--- src/rtl/elevator_pkg.sv ---
// Shared types and constants for the elevator controller slice.
package elevator_pkg;

  typedef enum logic [1:0] {
    IDLE,
    MOVE,
    DOOR
  } state_t;

  typedef enum logic {
    DOWN = 1'b0,
    UP   = 1'b1
  } dir_t;

  localparam int FLOOR_W = 4;

  function automatic int max_int(input int a, input int b);
    return (a > b) ? a : b;
  endfunction

endpackage

--- src/rtl/elevator_if.sv ---
// Call-button inputs and car status outputs of the elevator controller.
interface elevator_if
  import elevator_pkg::*;
#(
  parameter int NUM_FLOORS = 10
);

  logic [NUM_FLOORS-1:0] req;
  logic [FLOOR_W-1:0]    floor;
  logic                  disp_en;
  logic                  door_open;
  logic                  moving_up;
  logic                  moving_down;
  logic [NUM_FLOORS-1:0] pending;

  modport master (
    output req,
    input  floor, disp_en, door_open, moving_up, moving_down, pending
  );

  modport slave (
    input  req,
    output floor, disp_en, door_open, moving_up, moving_down, pending
  );

endinterface

--- src/rtl/elevator_timer.sv ---
// Up-counter with synchronous clear; done flags when the count reaches a runtime limit.
module elevator_timer #(
  parameter int WIDTH = 7
) (
  input  logic             clk,
  input  logic             rst_n,
  input  logic             clear,
  input  logic [WIDTH-1:0] limit,
  output logic             done
);

  logic [WIDTH-1:0] count;

  always_ff @(posedge clk or negedge rst_n) begin
    if (!rst_n) begin
      count <= '0;
    end else if (clear) begin
      count <= '0;
    end else begin
      count <= count + WIDTH'(1);
    end
  end

  assign done = (count == limit);

endmodule

--- src/rtl/elevator_controller.sv ---
// Collective (SCAN) elevator sequencer: latches calls, times floor travel and
// door dwell, and drives the floor indicator.
module elevator_controller
  import elevator_pkg::*;
#(
  parameter int NUM_FLOORS  = 10,
  parameter int FLOOR_TICKS = 50,
  parameter int DOOR_TICKS  = 100
) (
  input logic       clk,
  input logic       rst_n,
  elevator_if.slave bus
);

  localparam int TIMER_W = $clog2(max_int(FLOOR_TICKS, DOOR_TICKS));

  state_t                state_q, state_d;
  dir_t                  dir_q, dir_d;
  logic [FLOOR_W-1:0]    floor_q, floor_d, step_floor;
  logic [NUM_FLOORS-1:0] pending_q, pending_d, clear_bits, door_block;
  logic [NUM_FLOORS-1:0] above_mask, below_mask, here_bit, next_bit, ahead_mask;
  logic                  disp_q;
  logic                  any_up, any_down, ahead, behind;
  logic                  pending_here, pending_next, beyond_next, req_here;
  logic                  timer_clear, timer_done;
  logic [TIMER_W-1:0]    timer_limit;

  assign step_floor = (dir_q == UP) ? floor_q + FLOOR_W'(1) : floor_q - FLOOR_W'(1);

  // Thermometer masks of the floors strictly above/below the car, plus one-hot
  // selects for the current floor and the floor the next step lands on.
  for (genvar i = 0; i < NUM_FLOORS; i++) begin : g_mask
    assign above_mask[i] = FLOOR_W'(i) > floor_q;
    assign below_mask[i] = FLOOR_W'(i) < floor_q;
    assign here_bit[i]   = FLOOR_W'(i) == floor_q;
    assign next_bit[i]   = FLOOR_W'(i) == step_floor;
  end

  assign any_up       = |(pending_q & above_mask);
  assign any_down     = |(pending_q & below_mask);
  assign ahead        = (dir_q == UP) ? any_up : any_down;
  assign behind       = (dir_q == UP) ? any_down : any_up;
  assign ahead_mask   = (dir_q == UP) ? above_mask : below_mask;
  assign pending_here = |(pending_q & here_bit);
  assign pending_next = |(pending_q & next_bit);
  assign beyond_next  = |(pending_q & ahead_mask & ~next_bit);
  assign req_here     = |(bus.req & here_bit);

  assign timer_clear = (state_q == IDLE) || timer_done || (state_q == DOOR && req_here);
  assign timer_limit = (state_q == MOVE) ? TIMER_W'(FLOOR_TICKS - 1) : TIMER_W'(DOOR_TICKS - 1);

  elevator_timer #(
    .WIDTH(TIMER_W)
  ) u_timer (
    .clk  (clk),
    .rst_n(rst_n),
    .clear(timer_clear),
    .limit(timer_limit),
    .done (timer_done)
  );

  // A call for the current floor while the door is open only holds the door.
  assign door_block = here_bit & {NUM_FLOORS{state_q == DOOR}};
  assign pending_d  = (pending_q | (bus.req & ~door_block)) & ~clear_bits;

  always_ff @(posedge clk or negedge rst_n) begin
    if (!rst_n) begin
      state_q   <= IDLE;
      dir_q     <= UP;
      floor_q   <= '0;
      pending_q <= '0;
      disp_q    <= 1'b0;
    end else begin
      state_q   <= state_d;
      dir_q     <= dir_d;
      floor_q   <= floor_d;
      pending_q <= pending_d;
      disp_q    <= 1'b1;
    end
  end

  always_comb begin
    state_d    = state_q;
    dir_d      = dir_q;
    floor_d    = floor_q;
    clear_bits = '0;
    case (state_q)
      IDLE: begin
        if (pending_here) begin
          state_d    = DOOR;
          clear_bits = here_bit;
        end else if (ahead) begin
          state_d = MOVE;
        end else if (behind) begin
          dir_d   = (dir_q == UP) ? DOWN : UP;
          state_d = MOVE;
        end
      end
      MOVE: begin
        if (timer_done) begin
          floor_d = step_floor;
          if (pending_next) begin
            state_d    = DOOR;
            clear_bits = next_bit;
          end else if (!beyond_next) begin
            state_d = IDLE;
          end
        end
      end
      DOOR: begin
        if (timer_done && !req_here) begin
          state_d = IDLE;
        end
      end
      default: state_d = IDLE;
    endcase
  end

  always_comb begin
    bus.floor       = floor_q;
    bus.pending     = pending_q;
    bus.disp_en     = disp_q;
    bus.door_open   = (state_q == DOOR);
    bus.moving_up   = (state_q == MOVE) && (dir_q == UP);
    bus.moving_down = (state_q == MOVE) && (dir_q == DOWN);
  end

  // The scheduler only moves toward a pending call, so the car never runs off either end.
  assert property (@(posedge clk) disable iff (!rst_n)
    !(state_q == MOVE && timer_done &&
      ((dir_q == UP && floor_q == FLOOR_W'(NUM_FLOORS - 1)) ||
       (dir_q == DOWN && floor_q == '0))));

endmodule

--- src/flat_wrapper.sv ---
// flat-port wrapper written by rule: the top's interface ports become plain ports
module elevator_controller_flat import elevator_pkg::*;
#(
  parameter int NUM_FLOORS  = 10,
  parameter int FLOOR_TICKS = 50,
  parameter int DOOR_TICKS  = 100
)
  (clk, rst_n, bus_req, bus_floor, bus_disp_en, bus_door_open, bus_moving_up, bus_moving_down, bus_pending);
  elevator_if #(.NUM_FLOORS(NUM_FLOORS)) bus_i ();
  input logic clk;
  input logic rst_n;
  input wire logic [$bits(bus_i.req)-1:0] bus_req;
  output wire logic [$bits(bus_i.floor)-1:0] bus_floor;
  output wire logic [$bits(bus_i.disp_en)-1:0] bus_disp_en;
  output wire logic [$bits(bus_i.door_open)-1:0] bus_door_open;
  output wire logic [$bits(bus_i.moving_up)-1:0] bus_moving_up;
  output wire logic [$bits(bus_i.moving_down)-1:0] bus_moving_down;
  output wire logic [$bits(bus_i.pending)-1:0] bus_pending;
  assign bus_i.req = bus_req;
  assign bus_floor = bus_i.floor;
  assign bus_disp_en = bus_i.disp_en;
  assign bus_door_open = bus_i.door_open;
  assign bus_moving_up = bus_i.moving_up;
  assign bus_moving_down = bus_i.moving_down;
  assign bus_pending = bus_i.pending;
  elevator_controller #(.NUM_FLOORS(NUM_FLOORS), .FLOOR_TICKS(FLOOR_TICKS), .DOOR_TICKS(DOOR_TICKS)) u_core (.clk(clk), .rst_n(rst_n), .bus(bus_i));
endmodule
--- config.mk ---
export PLATFORM = sky130hd
export DESIGN_NAME = elevator_controller_flat
export DESIGN_NICKNAME = d
export VERILOG_FILES = /design/src/rtl/elevator_pkg.sv /design/src/rtl/elevator_if.sv /design/src/rtl/elevator_timer.sv /design/src/rtl/elevator_controller.sv /design/src/flat_wrapper.sv
export SDC_FILE = /design/constraint.sdc
export NUM_CORES = 1
export LEC_CHECK = 0
export ABC_AREA = 0
export CAP_MARGIN = 20
export CORE_MARGIN = 1
export CORE_UTILIZATION = 56
export CTS_BUF_LIST = sky130_fd_sc_hd__clkbuf_16
export CTS_CLUSTER_SIZE = 12
export DETAILED_ROUTE_END_ITERATION = 10
export GPL_ROUTABILITY_DRIVEN = 0
export PLACE_DENSITY = 0.81
export RECOVER_POWER = 100
export SETUP_SLACK_MARGIN = 0.5
export SYNTH_ARGS = -nofsm -noshare
export SYNTH_HDL_FRONTEND = slang
export SYNTH_SLANG_ARGS = --single-unit
--- constraint.sdc ---
create_clock -name clk -period 3.4 [get_ports clk]
set_input_delay 1.02 -clock clk [delete_from_list [all_inputs] [get_ports clk]]
set_output_delay 1.02 -clock clk [all_outputs]
set_load 0.01 [all_outputs]
# Yosys cells after proc, flatten, opt, wreduce, memory -nomap -nowiden
# Index checks and enable logic that the tools add are counted.
[op_classes]
add_sub_neg = 3
magnitude_cmp = 20
eq_ne = 25
mux = 19
bitwise = 17
n_reduce_logical = 19
[op_table]
columns = ["op", "count"]
rows = [
  ["$and 10x10->10", 10],
  ["$reduce_or 10->1", 6],
  ["$mux 10", 4],
  ["$eq 3x4->1 const A", 8],
  ["$not 10->10", 3],
  ["$pmux 10 s2", 1],
  ["$eq 2x4->1 const A", 4],
  ["$eq 4x4->1 const A", 4],
  ["$gt 3x4->1 const A", 4],
  ["$lt 3x4->1 const A", 4],
  ["$mux 2", 7],
  ["$mux 7", 2],
  ["$or 10x10->10", 1],
  ["$eq 1x4->1 const A", 2],
  ["$gt 1x4->1 const A", 2],
  ["$gt 2x4->1 const A", 2],
  ["$gt 4x4->1 const A", 2],
  ["$logic_not 4->1", 2],
  ["$lt 1x4->1 const A", 2],
  ["$lt 2x4->1 const A", 2],
  ["$lt 4x4->1 const A", 2],
  ["$reduce_and 4->1", 2],
  ["$add 7x1->7 const B", 1],
  ["$eq 7x7->1", 1],
  ["16 further kinds", 25],
]
[totals]
reg_bits = 25
input_bits = 12
output_inout_bits = 18
word_cells = 109

# Logic depth before layout (Yosys ltp)
[logic_depth]
ltp_word = 10
mapped_depth = 11
depth_no_buf = 8

# Cells and area by module
# From an unflattened synthesis, not the netlist that was laid out.
[unflattened]
cells_unflattened = 293
hier_area_um2 = 2318.5
[by_module_without_submodules]
columns = ["module", "n_inst", "cells_each", "area_each_um2", "seq_area_each_um2"]
rows = [
  ["elevator_controller", 1, 255, 1940.6, 451.7],
  ["elevator_timer", 1, 38, 377.9, 175.2],
]

# Worst setup path after synthesis
# Ideal clock, no wire load.
[synth_timing]
kind = "register -> register"
startpoint = "register u_core.floor_q[1] (netlist: u_core.bus.floor[1])"
endpoint = "register u_core.pending_q[1] (netlist: u_core.bus.pending[1])"
setup_time_ns = 0.128
arrival_ns = 2.693
t_required_ns = 3.272
setup_slack_ns = 0.579
stages_incl_launch_ff = 12
n_path_buf = 3
period_less_slack_ns = 2.821
cell_sequence = "dfrtp_1 > clkbuf_1 > buf_2 > inv_1 > ha_1 > xnor2_2 > buf_6 > mux2i_1 > mux4_2 > or3_1 > nor2_2 > a211oi_1"
[synth_between]
elab_chain_len = 10
word_cells_on_any_way = 37
cone_classes = "2 x add/sub; 18 x eq/ne; 5 x mux; 8 x bitwise; 4 x reduce/logical"
[synth_lines]
columns = ["element", "line_no", "rtl"]
rows = [
  ["start, declared", "elevator_controller.sv:19", "logic [FLOOR_W-1:0] floor_q, floor_d, step_floor;"],
  ["start signal, assigned", "elevator_controller.sv:76", "floor_q <= floor_d;"],
  ["$sub 4x1->4 or $add 4x1->4 (tied branches)", "elevator_controller.sv:28", "assign step_floor = (dir_q == UP) ? floor_q + FLOOR_W'(1) : floor_q - FLOOR_W'(1);"],
  ["$mux 4", "elevator_controller.sv:28", ""],
  ["$eq 1x4->1, or another cell as far along", "elevator_controller.sv:36", "assign next_bit[i] = FLOOR_W'(i) == step_floor;"],
  ["$and 10x10->10", "elevator_controller.sv:45", "assign pending_next = |(pending_q & next_bit);"],
  ["$reduce_or 10->1", "elevator_controller.sv:45", ""],
  ["$mux 10", "elevator_controller.sv:102", "if (pending_next) begin"],
  ["$mux 10", "elevator_controller.sv:100", "if (timer_done) begin"],
  ["$pmux 10 s2", "elevator_controller.sv:87", "case (state_q)"],
  ["$not 10->10", "elevator_controller.sv:64", "assign pending_d = (pending_q | (bus.req & ~door_block)) & ~clear_bits;"],
  ["$and 10x10->10 *", "elevator_controller.sv:64", ""],
  ["named net u_core.pending_d[1]", "elevator_controller.sv:20", "logic [NUM_FLOORS-1:0] pending_q, pending_d, clear_bits, door_block;"],
  ["end signal, assigned", "elevator_controller.sv:77", "pending_q <= pending_d;"],
  ["end, declared", "elevator_controller.sv:20", ""],
]
# Mark *: on every way through the listed nets, which the timed path passes. The rest lies on a longest branch.
# A chain may end at the register's enable or synchronous reset.

# Worst setup path in the final report
[layout_timing]
startpoint = "register u_core.floor_q[2] (netlist: u_core.bus.floor[2])"
endpoint = "register u_core.pending_q[5] (netlist: u_core.bus.pending[5])"
# The elaborated chain is that of the path after synthesis.

==> impl_metrics.csv <==
group,metric,value,unit
detailed_routing,wl,7490,um
yosys,syn_nets,311,
floorplan,core,0.00403,sq mm
flow_run,cap_violations,0,
cts,clk_pin_slew,0.07,ns
detailed_routing,final_antenna_net_count,0,
detailed_routing,vias,2606,
grt,grt_overflow,0,
setup_path,ff2ff_setup_slack,0.47,ns
floorplan,rows,23,
setup_path,critPathArrivalTime,3.08,ns
yosys,synthFlopType,"dfrtp_1",
yosys,synthCells,294,
setup_path,worstPathRequired,3.54,ns
final_layout,final_util,0.693,
floorplan,die_area,0.00447,sq mm
detailed_routing,via_per_inst,7.02,
final_layout,instances_no_fill,371,
yosys,ys_top_cells_by_area,"dfrtp_1 (25%), nor2_1 (4.9%), mux2i_1 (4.7%)",
yosys,synthAdderAreaFrac,0.0308,
setup_path,worstRegToRegCells,7,
detailed_routing,first_pass_iters,5,
setup_path,path_cells,"clkbuf_1, mux2i_1, o32ai_1, nor3_2, nand2b_1, inv_1, a221oi_1",
cts,insertion_delay,0.27,ns
yosys,ys_seq_area_frac,0.266,
detailed_routing,drtIter0Drc,370,
cts,cts_buffer_depth,2,
grt,grt_pass1_wl,11700,um
worst_hold_path,hp-start,"u_core.u_timer.count[0]",
timing,hold_viol_final,0,
power,powerDensity,222,mW/mm^2
worst_hold_path,hold_depth,1,
setup_path,critPathLaunchType,"flop",
setup_path,worstSetupPathType,"reg2reg",
yosys,ys_ff_latch,25,
setup_path,cp_max_fo,18,
yosys,yosys.area_share.simple,0.264,
timing,skew,0.00812,ns
cts,clock-sinks,25,
timing,fmax,341,MHz
setup_path,endpoint_kind,"flop",
cts,cts_buffers,3,
floorplan,pin_count,30,
timing,grt_setup_unrepaired,"no",
yosys,postSynthAreaPerCell,8.02,sq um
yosys,async_flop_share,1.00,
yosys,syn_area,0.00236,sq mm
yosys,synth_top_cell_by_area,"dfrtp_1",
timing,finalCriticalPeriod,2.93,ns
grt,antenna_found_initial,0,
final_layout,antenna_cells,0,
timing,slew_headroom,0.0791,
detailed_routing,routedWlPerCell,20.2,um
timing,final.setup.tns,0,ns
placement,dp_slack,0.471,ns
worst_hold_path,min_to,"u_core.u_timer.count[0]",
yosys,synth.area.mux_share,0.0562,
cts,tritoncts,"yes",
timing,slew_violations,0,
yosys,synth_top_family_by_area,"compound AO/OA/AOI/OAI gates",
timing,worstMarginPinSlew,1.38,ns
floorplan,start_util,0.585,
cts,hold_buffers,0,
grt,grt_pass1_vias,2388,
final_layout,drive_above_1_share,0.0966,
final_layout,final_cell_area,0.00279,sq mm
power,power_leakage,1.07,nW
yosys,synth_edf_count,0,
status,status,"completed",
placement,numPortBuffers,29,
grt,grt_use_total,0.355,
timing,fin_ws,0.467,ns
placement,post_dp_cell_area,0.00270,sq mm
detailed_routing,drc_errors,0,
setup_path,slowest_delay,0.74,ns
cts,cts_root_buf,"clkbuf_16",
floorplan,die_y,66.9,um
setup_path,r2r-start,"u_core.bus.floor[2]",
placement,dp.cells,364,
power,vdd_drop_max,0.000167,V
grt,grt_max_degree,26,
yosys,synth_compound_area_frac,0.277,
yosys,synth_xor_area_frac,0.0435,
timing,finalSetupViolCount,0,
yosys,yosysTopAreaCellShare,0.255,
worst_hold_path,hp-class,"reg2reg",
yosys,synthDistinctLibCells,70,
setup_path,crit_path_top_delay_cell,"dfrtp_1",
final_layout,nNetsFinal,339,
yosys,ys.warnings.count,0,
timing,fin_crit_sh,0.863,
setup_path,r2r-end,"u_core.bus.pending[5]",
cts,htree_levels,1,
floorplan,die-width,66.9,um
final_layout,syn_to_final_growth,18.5,%
placement,hpwl,5120,um
==> how the worst max path moves through the flow <==
| stage | startpoint | endpoint | slack (ns) | cells past startpoint |
|---|---|---|---|---|
| 2_1_floorplan | u_core.bus.floor[1] | u_core.bus.pending[1] | 0.58 | 11 |
| 3_3_place_gp | u_core.bus.floor[1] | u_core.bus.pending[2] | 0.55 | 8 |
| 3_5_place_dp | u_core.bus.floor[1] | u_core.bus.pending[2] | 0.47 | 8 |
| 4_1_cts | u_core.dir_q | bus_moving_up | 0.53 | 3 |
| 5_1_grt | bus_req[7] | u_core.u_timer.count[3] | 0.31 | 7 |
| 6_report | u_core.bus.floor[2] | u_core.bus.pending[5] | 0.47 | 7 |
==> repair_timing <==
item                                    4_1_cts  5_1_grt
resized for setup                             2        1
setup buffers                                 0        3
endpoints found under the setup margin        5        6
pin swaps                                     0        1
==> logic make-up (layout without fill, tap and decap cells) <==
group,after synthesis,in the layout
DFF,25,25
adders and majority gates,6,6
and+or+nand+nor,118,118
buffers and inverters,30,57
xor gates and xnor gates,10,10
muxes,12,12
AOI/OAI and AO/OA,92,92
other,1,1
==> registers in the layout, summed over array words and instances (netlist names) <==
| register | count |
|---|---|
| u_core.bus.floor | 4 |
| u_core.u_timer.count | 7 |
| u_core.dir_q | 1 |
| u_core.bus.pending | 10 |
| u_core.bus.disp_en | 1 |
| u_core.state_q | 2 |
==> per-stage QoR <==
step	hold WS [ns]	total power, W
after detailed placement	0.466	0.000344
after global routing	0.503	0.000638
after floorplan	0.438	0.000318
after CTS	0.475	0.000624
final	0.477	0.000620
after global placement	0.469	0.000342
==> worst max-delay path, delay by kind of cell, from the launching register on <==
kind	cells	cell delay, ns
multiplexers	1	0.25
buffers and inverters	2	0.49
AND/OR/NAND/NOR	2	0.82
flip-flops	1	0.74
AO/OA/AOI/OAI	2	0.49
==> synthesized netlist by cell type (3+ instances only) <==
cell / instances
dfrtp_1: 24
a21oi_1: 16
mux2i_1: 11
nor3_1: 4
o21a_1: 4
ha_1: 5
o211a_1: 3
clkbuf_1: 7
o211ai_1: 3
and2_1: 3
o22ai_1: 5
nand2_1: 29
xnor2_1: 5
nand2b_1: 10
nor2b_1: 8
buf_2: 13
xor2_1: 3
nor2_1: 31
a221oi_1: 3
o21ai_0: 17
a31oi_1: 3
a211oi_1: 10
nand3_1: 4
or3_1: 3
inv_1: 7
==> per-layer routing <==
| layer | global-route usage | vias up | part of all wire |
|---|---|---|---|
| met5 | 0 | - | 0 |
| met4 | 0.189 | 0 | 0.037 |
| met3 | 0.0702 | 44 | 0.098 |
| met2 | 0.569 | 192 | 0.47 |
| met1 | 0.443 | 1227 | 0.39 |
| li1 | - | 1143 | - |
==> where the power goes <==
part           switching [W]  internal, W
Clock               0.000124     0.000160
Combinational      0.0000154    0.0000166
Sequential        0.00000336     0.000301
Total               0.000143     0.000478
==> layout make-up <==
class | instances | area, sq um
clock buffer | 3 | 75.1
clock inverter | 1 | 7.51
fill | 343 | 1230
inverter | 8 | 30.0
multi-input combinational | 239 | 1590
sequential | 25 | 631
tap | 50 | 62.6
timing repair buffer | 45 | 403
==> placed cells by master (no fill, tap or decap), types with 5 or more instances in the layout <==
| master | synthesis | layout |
|---|---|---|
| inv_1 | 7 | 7 |
| buf_4 | 0 | 13 |
| a211oi_1 | 10 | 10 |
| nor2b_1 | 8 | 8 |
| nand2b_1 | 10 | 10 |
| ha_1 | 5 | 5 |
| o22ai_1 | 5 | 5 |
| dfrtp_1 | 24 | 24 |
| clkdlybuf4s50_1 | 0 | 12 |
| mux2i_1 | 11 | 11 |
| nand2_1 | 29 | 29 |
| xnor2_1 | 5 | 5 |
| o21ai_0 | 17 | 18 |
| nor2_1 | 31 | 32 |
| dlygate4sd3_1 | 0 | 17 |
| a21oi_1 | 16 | 16 |
Power figures use the tool's default switching activity.
